### config.mk
export PLATFORM = sky130hd
export DESIGN_NAME = fft_output_reorder
export DESIGN_NICKNAME = d
export VERILOG_FILES = /design/src/rtl/fft_pkg.sv /design/src/rtl/fft_reorder_mem.sv /design/src/rtl/fft_output_reorder.sv
export SDC_FILE = /design/constraint.sdc
export NUM_CORES = 2
export LEC_CHECK = 0
export BUFFER_PORTS_ARGS = -buffer_cell sky130_fd_sc_hd__buf_2
export CORE_UTILIZATION = 57
export DETAILED_ROUTE_END_ITERATION = 10
export PLACE_DENSITY = 0.78
export SYNTH_ARGS = -nofsm -noshare
export SYNTH_HDL_FRONTEND = slang
export SYNTH_SLANG_ARGS = --single-unit
### constraint.sdc
create_clock -name clk -period 5.8 [get_ports clk]
set_clock_uncertainty 0.1 [all_clocks]
set_input_delay 0.58 -clock clk [delete_from_list [all_inputs] [get_ports clk]]
set_output_delay 0.58 -clock clk [all_outputs]
set_load 0.01 [all_outputs]
### src/rtl/fft_pkg.sv
// Shared constants, types and helpers for the 64-point FFT output path.
package fft_pkg;

  localparam int N          = 64;
  localparam int LOG2N      = 6;
  localparam int NBEAT      = 32;
  localparam int DW_DEFAULT = 16;

  typedef struct packed {
    logic signed [DW_DEFAULT-1:0] re;
    logic signed [DW_DEFAULT-1:0] im;
  } cplx_t;

  typedef enum logic [1:0] {
    W_IDLE = 2'd0,
    W_FILL = 2'd1,
    W_DROP = 2'd2
  } wstate_t;

  function automatic logic [LOG2N-1:0] bitrev6(input logic [LOG2N-1:0] x);
    logic [LOG2N-1:0] r;
    for (int i = 0; i < LOG2N; i++) begin
      r[i] = x[LOG2N-1-i];
    end
    return r;
  endfunction

endpackage

### src/rtl/fft_reorder_mem.sv
// Ping-pong sample store: two 64-entry halves, dual write port, async read port.
module fft_reorder_mem
  import fft_pkg::*;
#(
  parameter int DW = 16
) (
  input  logic             clk,
  input  logic             we,
  input  logic             wbuf,
  input  logic [LOG2N-1:0] addr_a,
  input  logic [DW-1:0]    a_re,
  input  logic [DW-1:0]    a_im,
  input  logic [LOG2N-1:0] addr_b,
  input  logic [DW-1:0]    b_re,
  input  logic [DW-1:0]    b_im,
  input  logic             rbuf,
  input  logic [LOG2N-1:0] raddr,
  output logic [DW-1:0]    rd_re,
  output logic [DW-1:0]    rd_im
);

  logic [2*DW-1:0] mem [0:2*N-1];

  // Lanes A and B always land in opposite halves of the index space, so never collide.
  always_ff @(posedge clk) begin
    if (we) begin
      mem[{wbuf, addr_a}] <= {a_re, a_im};
      mem[{wbuf, addr_b}] <= {b_re, b_im};
    end
  end

  assign {rd_re, rd_im} = mem[{rbuf, raddr}];

endmodule

### src/rtl/fft_output_reorder.sv
// Reorders the two-lane bit-reversed FFT output into a natural-order
// valid/ready stream through a ping-pong buffer.
module fft_output_reorder
  import fft_pkg::*;
#(
  parameter int DW = 16
) (
  input  logic          clk,
  input  logic          rst,
  input  logic          in_valid,
  input  logic          in_first,
  input  logic [DW-1:0] in_a_re,
  input  logic [DW-1:0] in_a_im,
  input  logic [DW-1:0] in_b_re,
  input  logic [DW-1:0] in_b_im,
  output logic          out_valid,
  input  logic          out_ready,
  output logic [DW-1:0] out_re,
  output logic [DW-1:0] out_im,
  output logic [5:0]    out_idx,
  output logic          out_last,
  output logic          busy,
  output logic          overflow
);

  wstate_t    state, state_next;
  logic [4:0] wcnt, wcnt_next;
  logic [4:0] wr_beat;
  logic       wbuf, rbuf;
  logic [5:0] rcnt;
  logic [1:0] count, count_next;
  logic       start, load, rel, can_accept;
  logic       we, fill_done, set_ovf;
  logic [5:0] waddr_a, waddr_b;
  logic [DW-1:0] rd_re, rd_im;

  assign start      = in_valid & in_first;
  assign load       = (count != 2'd0) & (~out_valid | out_ready);
  assign rel        = load & (rcnt == 6'(N-1));
  // A buffer being released this very cycle counts as free for a new frame.
  assign can_accept = (count != 2'd2) | rel;
  assign waddr_a    = bitrev6({wr_beat, 1'b0});
  assign waddr_b    = {1'b1, waddr_a[4:0]};

  // Write-side next state: frame start, fill progress and drop counting.
  always_comb begin
    state_next = state;
    wcnt_next  = wcnt;
    wr_beat    = wcnt;
    we         = 1'b0;
    fill_done  = 1'b0;
    set_ovf    = 1'b0;
    if (start) begin
      if (can_accept) begin
        state_next = W_FILL;
        wcnt_next  = 5'd1;
        wr_beat    = 5'd0;
        we         = 1'b1;
      end else begin
        state_next = W_DROP;
        wcnt_next  = 5'd1;
        set_ovf    = 1'b1;
      end
    end else if (in_valid) begin
      case (state)
        W_FILL: begin
          we = 1'b1;
          if (wcnt == 5'(NBEAT-1)) begin
            fill_done  = 1'b1;
            state_next = W_IDLE;
            wcnt_next  = 5'd0;
          end else begin
            wcnt_next = wcnt + 5'd1;
          end
        end
        W_DROP: begin
          if (wcnt == 5'(NBEAT-1)) begin
            state_next = W_IDLE;
            wcnt_next  = 5'd0;
          end else begin
            wcnt_next = wcnt + 5'd1;
          end
        end
        W_IDLE: begin
          state_next = W_IDLE;
        end
        default: begin
          state_next = W_IDLE;
          wcnt_next  = 5'd0;
        end
      endcase
    end else begin
      state_next = state;
    end
  end

  // Occupancy update; a simultaneous fill and release cancel out.
  always_comb begin
    case ({fill_done, rel})
      2'b10:   count_next = count + 2'd1;
      2'b01:   count_next = count - 2'd1;
      default: count_next = count;
    endcase
  end

  // Write-side and occupancy registers.
  always_ff @(posedge clk) begin
    if (rst) begin
      state    <= W_IDLE;
      wcnt     <= 5'd0;
      wbuf     <= 1'b0;
      rbuf     <= 1'b0;
      count    <= 2'd0;
      busy     <= 1'b0;
      overflow <= 1'b0;
    end else begin
      state <= state_next;
      wcnt  <= wcnt_next;
      count <= count_next;
      busy  <= (state_next == W_FILL) | (count_next != 2'd0);
      if (fill_done) wbuf <= ~wbuf;
      if (rel) rbuf <= ~rbuf;
      if (set_ovf) overflow <= 1'b1;
    end
  end

  // Output register: loads when empty or accepted, holds while stalled.
  always_ff @(posedge clk) begin
    if (rst) begin
      out_valid <= 1'b0;
      out_re    <= '0;
      out_im    <= '0;
      out_idx   <= 6'd0;
      out_last  <= 1'b0;
      rcnt      <= 6'd0;
    end else if (load) begin
      out_valid <= 1'b1;
      out_re    <= rd_re;
      out_im    <= rd_im;
      out_idx   <= rcnt;
      out_last  <= (rcnt == 6'(N-1));
      rcnt      <= rcnt + 6'd1;
    end else if (out_ready) begin
      out_valid <= 1'b0;
    end
  end

  fft_reorder_mem #(.DW(DW)) u_mem (
    .clk    (clk),
    .we     (we),
    .wbuf   (wbuf),
    .addr_a (waddr_a),
    .a_re   (in_a_re),
    .a_im   (in_a_im),
    .addr_b (waddr_b),
    .b_re   (in_b_re),
    .b_im   (in_b_im),
    .rbuf   (rbuf),
    .raddr  (rcnt),
    .rd_re  (rd_re),
    .rd_im  (rd_im)
  );

endmodule

Word-level counts from Yosys, hierarchy flattened
Memory sizes are Yosys's and may differ from the RTL's. A register that Yosys moved wholly into a read port is not among the register bits.
Cells that the tools add are included.
{ "totals": {"register_bits": 27, "ram_bits": 4096, "in_bits": 69, "output_inout_bits": 42, "n_memories": 1} }
{ "memory_table": {"columns": ["name", "words", "word_bits", "rd", "rd_ports_with_merged_regs", "wr", "line_no", "source"], "rows": [
  ["u_mem.mem", 128, 32, 1, 1, 2, "fft_reorder_mem.sv:22", "logic [2*DW-1:0] mem [0:2*N-1];"]
]} }
{ "op_classes": {"add_sub_neg": 4, "eq_ne": 9, "mux": 26, "bitwise_logic": 10, "n_reduce_logical": 9} }
{ "op_table": {"columns": ["cell", "count"], "rows": [
  ["two-way mux 1 bit", 16],
  ["two-way mux 5 bit", 3],
  ["two-way mux 2 bit", 5],
  ["case mux 5 bit (2 select lines)", 1],
  ["nonzero test 2 bit", 4],
  ["adder 6 x 1 -> 6 bit, second input constant", 1],
  ["equality test 2 x 1 -> 1 bit, second input constant", 3],
  ["equality test 6 bit, second input constant", 1],
  ["adder 5 x 1 -> 5 bit, second input constant", 1],
  ["equality test 5 bit, second input constant", 1],
  ["equality test 2 bit, second input constant", 2],
  ["!= test 2 bit, second input constant", 2],
  ["NOT 1 bit", 4],
  ["case mux 2 bit (2 select lines)", 1],
  ["AND reduction 2 bit", 2],
  ["OR reduction 2 bit", 2],
  ["AND 1 bit", 3],
  ["OR 1 bit", 3],
  ["adder 2 x 1 -> 2 bit, second input constant", 1],
  ["zero test 2 bit", 1],
  ["subtractor 2 x 1 -> 2 bit, second input constant", 1]
]} }

Longest topological paths before layout
{ "depth": {"depth_word": 9, "mapped_depth": 12} }

Cells and area by module
A second synthesis with hierarchy kept.
{ "unflattened": {"cells_unflattened": 11815, "area_unflattened_um2": 209967.6} }
{ "by_module_without_submodules": {"columns": ["mod", "n_inst", "cells_each", "area_each_um2"], "rows": [
  ["fft_reorder_mem", 1, 11531, 207602.9],
  ["fft_output_reorder", 1, 284, 2364.8]
]} }

Least setup slack after synthesis
OpenSTA, ideal clock, no wires.
{ "synth_timing": {"path_type": "input-to-reg", "from": "input in_first", "to": "memory u_mem.mem[40][0] (netlist bit), enable pin", "setup_time_ps": 564, "arrival_ps": 5729, "slack_ps": -593, "path_stages": 3, "cell_sequence": "nor4bb_1 -> nand2_1 -> nor3_1"} }
{ "synth_lines": {"columns": ["item", "line_no", "source"], "rows": [
  ["start, declared", "fft_output_reorder.sv:11", "input logic in_first,"],
  ["end, declared", "fft_reorder_mem.sv:22", null]
]} }

==> results.md <==
- CP cell instances: and2_2 > buf_4 > a22oi_1 > nand3_1 > nand4_1 > a2111oi_0 > a222oi_1
- Longest Clk Path Bufs: 4
- Initial antenna violation count: 55
- Critical path launch point type: flip-flop
- CTS root buffer: clkbuf_16
- Final Instance Area: roughly 180000 um^2
- Core area: 277000 um^2
- R2r endpoint: out_re[7]
- Global-route wire length before repair: a little over 600000 um
- Syn avg cell area: ~22 um^2
- Die Y: between 500 and 600 um
- CTS clk-pin slew, worst paths: 60 ps
- Synth cell count leaders: edfxtp_1, mux4_2, mux2i_1
- FP Rows: a little under 200
- Post-route worst setup slack: 1113 ps
- Critical Path Sink: out_re[7]
- Top delay family on crit path: compound AO/OA/AOI/OAI gates
- EDFF count, synth: slightly above 4000
- Crit path DAT: 5330 ps
- Most used flip-flop cell after synthesis: edfxtp_1
- Post-CTS setup buffers: 0
- Worst vdd ir: approximately 320 uV
- Count leader, synth: edfxtp_1
- Clock buffer count from CTS: about 400
- Finished Layout Cells: 11711
- # setup viols final: 0
- Leakage Power: roughly 53 nW
- Unrepaired setup endpoints after global routing: no
- HPWL after DPL: between 200000 and 250000 um
- Final hold vios: 0
- Io pins: 111
- Final Power: approximately 59 mW
- TritonCTS clock tree: yes
- Fin crit period: 4687 ps
- Pre-CTS setup slack: 1069 ps
- Seq cells post-synth: between 4000 and 5000
- Antenna Nets Post-Route: 0
- Count of port buffers added during placement: 110
- Critical-path top delay cell: a2111oi_0
- Synthesized area: 159100 um^2
- Setup TNS: 0 ps
- Clock Latency Late Sink: ~930 ps
- CTS HTree Levels: 5
- Power per cell area: between 300 and 400 nW/um^2
- Crit path capture type: flip-flop
- Routability cong.: between 0.8 and 0.9
- Vias per cell: 7.036
- # clock sinks: around 4200
- Max Freq: 213.3 MHz
- CP max FO: 38
- Area Overhead vs Synth: 11.88%
- Routed Wire Length: ~430000 um
- Syn_nets: around 7400
- Horiz. Die Dim: 530.3 um
- Worst min-delay path category: input pin to flip-flop
- Vias: 82394
- Status: complete, no violations
- DRT iter0 DRCs: between 10000 and 15000
- R2R Path Start: rcnt[0]
- Tot GR Track Use: a little over 30%
- Relative slew slack: less than 1%
- CP Class: flip-flop to flip-flop
- Vias in the first global route: about 82000
- Initial Utilization: roughly 57%
- Sequential cell area fraction in the yosys report: around four fifths
- GRT overflow: 0
- Tcrit/Tclk final: about four fifths
- Slew @ Worst Pin: around 1500 ps
- DP Cell Count: about 11000
- Worst Reg-to-Reg Cells: 7
- Max-Cap Viols: 0
- First-pass DRT Iterations: 9
- DRC errors left: 0
- CTS resizes: 0
- Ys Warns: 0
- Flop-to-flop setup slack: roughly 1100 ps
- Crit. Startpoint: rcnt[0]
- Slew Limit Fails: 0
- Die area: 281300 um^2
- Cell taking the most area after synthesis: edfxtp_1
- Dpl cell area: roughly 170000 um^2
- Unique masters post-synth: 48
- Largest net degree at the start of global routing: about 160
- # fillers: around 17000
- Cell count after synthesis: between 7000 and 8000
- CP Depth: 7
- NumNets Final: 7745
- Async SR Flop Fraction: 0%
- CP required: around 6400 ps
- Routed length per instance: 36.87 um
- Crit-path max cell delay: about 1100 ps
- Synth top area share: between 70% and 80%
- Cts hold-fix bufs: 3
- Ratio of cells with drive above 1 in the final layout: 23.00%
- CP bufs+invs: 1
- Largest cells by area after synthesis: edfxtp_1, mux4_2, mux2i_1
## cell families after synthesis
family / synth area share (%)
AOI/OAI and AO/OA: 2.630
xor gates and xnor gates: 0.04954
adders and majority gates: 0.04718
buffers and inverters: 1.485
DFF: 78.05
muxes: 16.16
and+or+nand+nor: 1.586
## metal layers
metal | vias to the layer above | wire (um) | GRT usage (%) | share of wire, %
met5 | - | 125 | 0 | 0.029
met4 | 18 | 22690 | 14.43 | 5.3
met3 | 1261 | 59440 | 7.896 | 14
met2 | 7275 | 204300 | 48.09 | 47
met1 | 42386 | 145200 | 40.70 | 34
li1 | 31454 | - | - | -
## worst min-delay path by stage
stage          startpoint         end  slack, ps  cells after the start
3_3_place_gp   out_idx[3]  out_idx[3]        340                      2
4_1_cts               rst    count[0]         60                      2
5_1_grt               rst    count[0]         70                      2
3_5_place_dp   out_idx[3]  out_idx[3]        350                      2
6_report              rst  out_idx[3]         90                      2
2_1_floorplan     wcnt[4]     wcnt[4]        360                      2
## sequential cells by signal, summed over array words and instances, names as in the netlist
signal and count:
busy 1, count 2, out_idx 6, out_im 16
out_last 1, out_re 16, out_valid 1, overflow 1
rbuf 1, rcnt 6, state 2, u_mem.mem 4096
wbuf 1, wcnt 5
## worst register-to-register path, cell delays in order, from the launching register on
cell and delay (ps):
dfxtp_4 1090, and2_2 840, buf_4 400, a22oi_1 140, nand3_1 260, nand4_1 370, a2111oi_0 1120, a222oi_1 210
## cell type report
class,count,area [um^2],area share (%)
sequential,4155,124200,69.77
tap,3705,4636,2.604
antenna,16,40.04,0.02249
inverter,5,18.77,0.01054
clock buffer,472,10390,5.835
timing repair buffer,397,3333,1.872
multi-input combinational,2716,33190,18.64
clock inverter,245,2208,1.241
## where the power goes
part	internal, mW	total, mW	switching [mW]
registers	33.0	33.0	0.0117
logic	0.0939	0.765	0.671
clock network	14.4	25.5	11.1
## through the flow
step	hold slack (ps)	utilization [%]
after CTS	56.14	64.25
after global placement	343.9	59.69
after floorplan	358.2	-
after global routing	71.99	64.26
final	87.45	64.27
after detailed placement	352.7	59.69
## cells in the final DEF (no fill, tap or decap), types with 50 or more instances in the layout
cell type,netlist,routed
mux2i_1,768,768
buf_12,0,50
nor2_4,0,68
dfxtp_1,59,52
nand3_1,164,164
mux4_2,800,800
a22oi_1,256,256
buf_2,133,111
clkinv_2,0,72
buf_4,55,230
nand2_1,194,194
clkbuf_1,168,67
clkbuf_16,0,405
clkinv_1,0,102
edfxtp_1,4096,4096
a21oi_1,148,148
No activity file was read; power rests on OpenSTA's default activity.
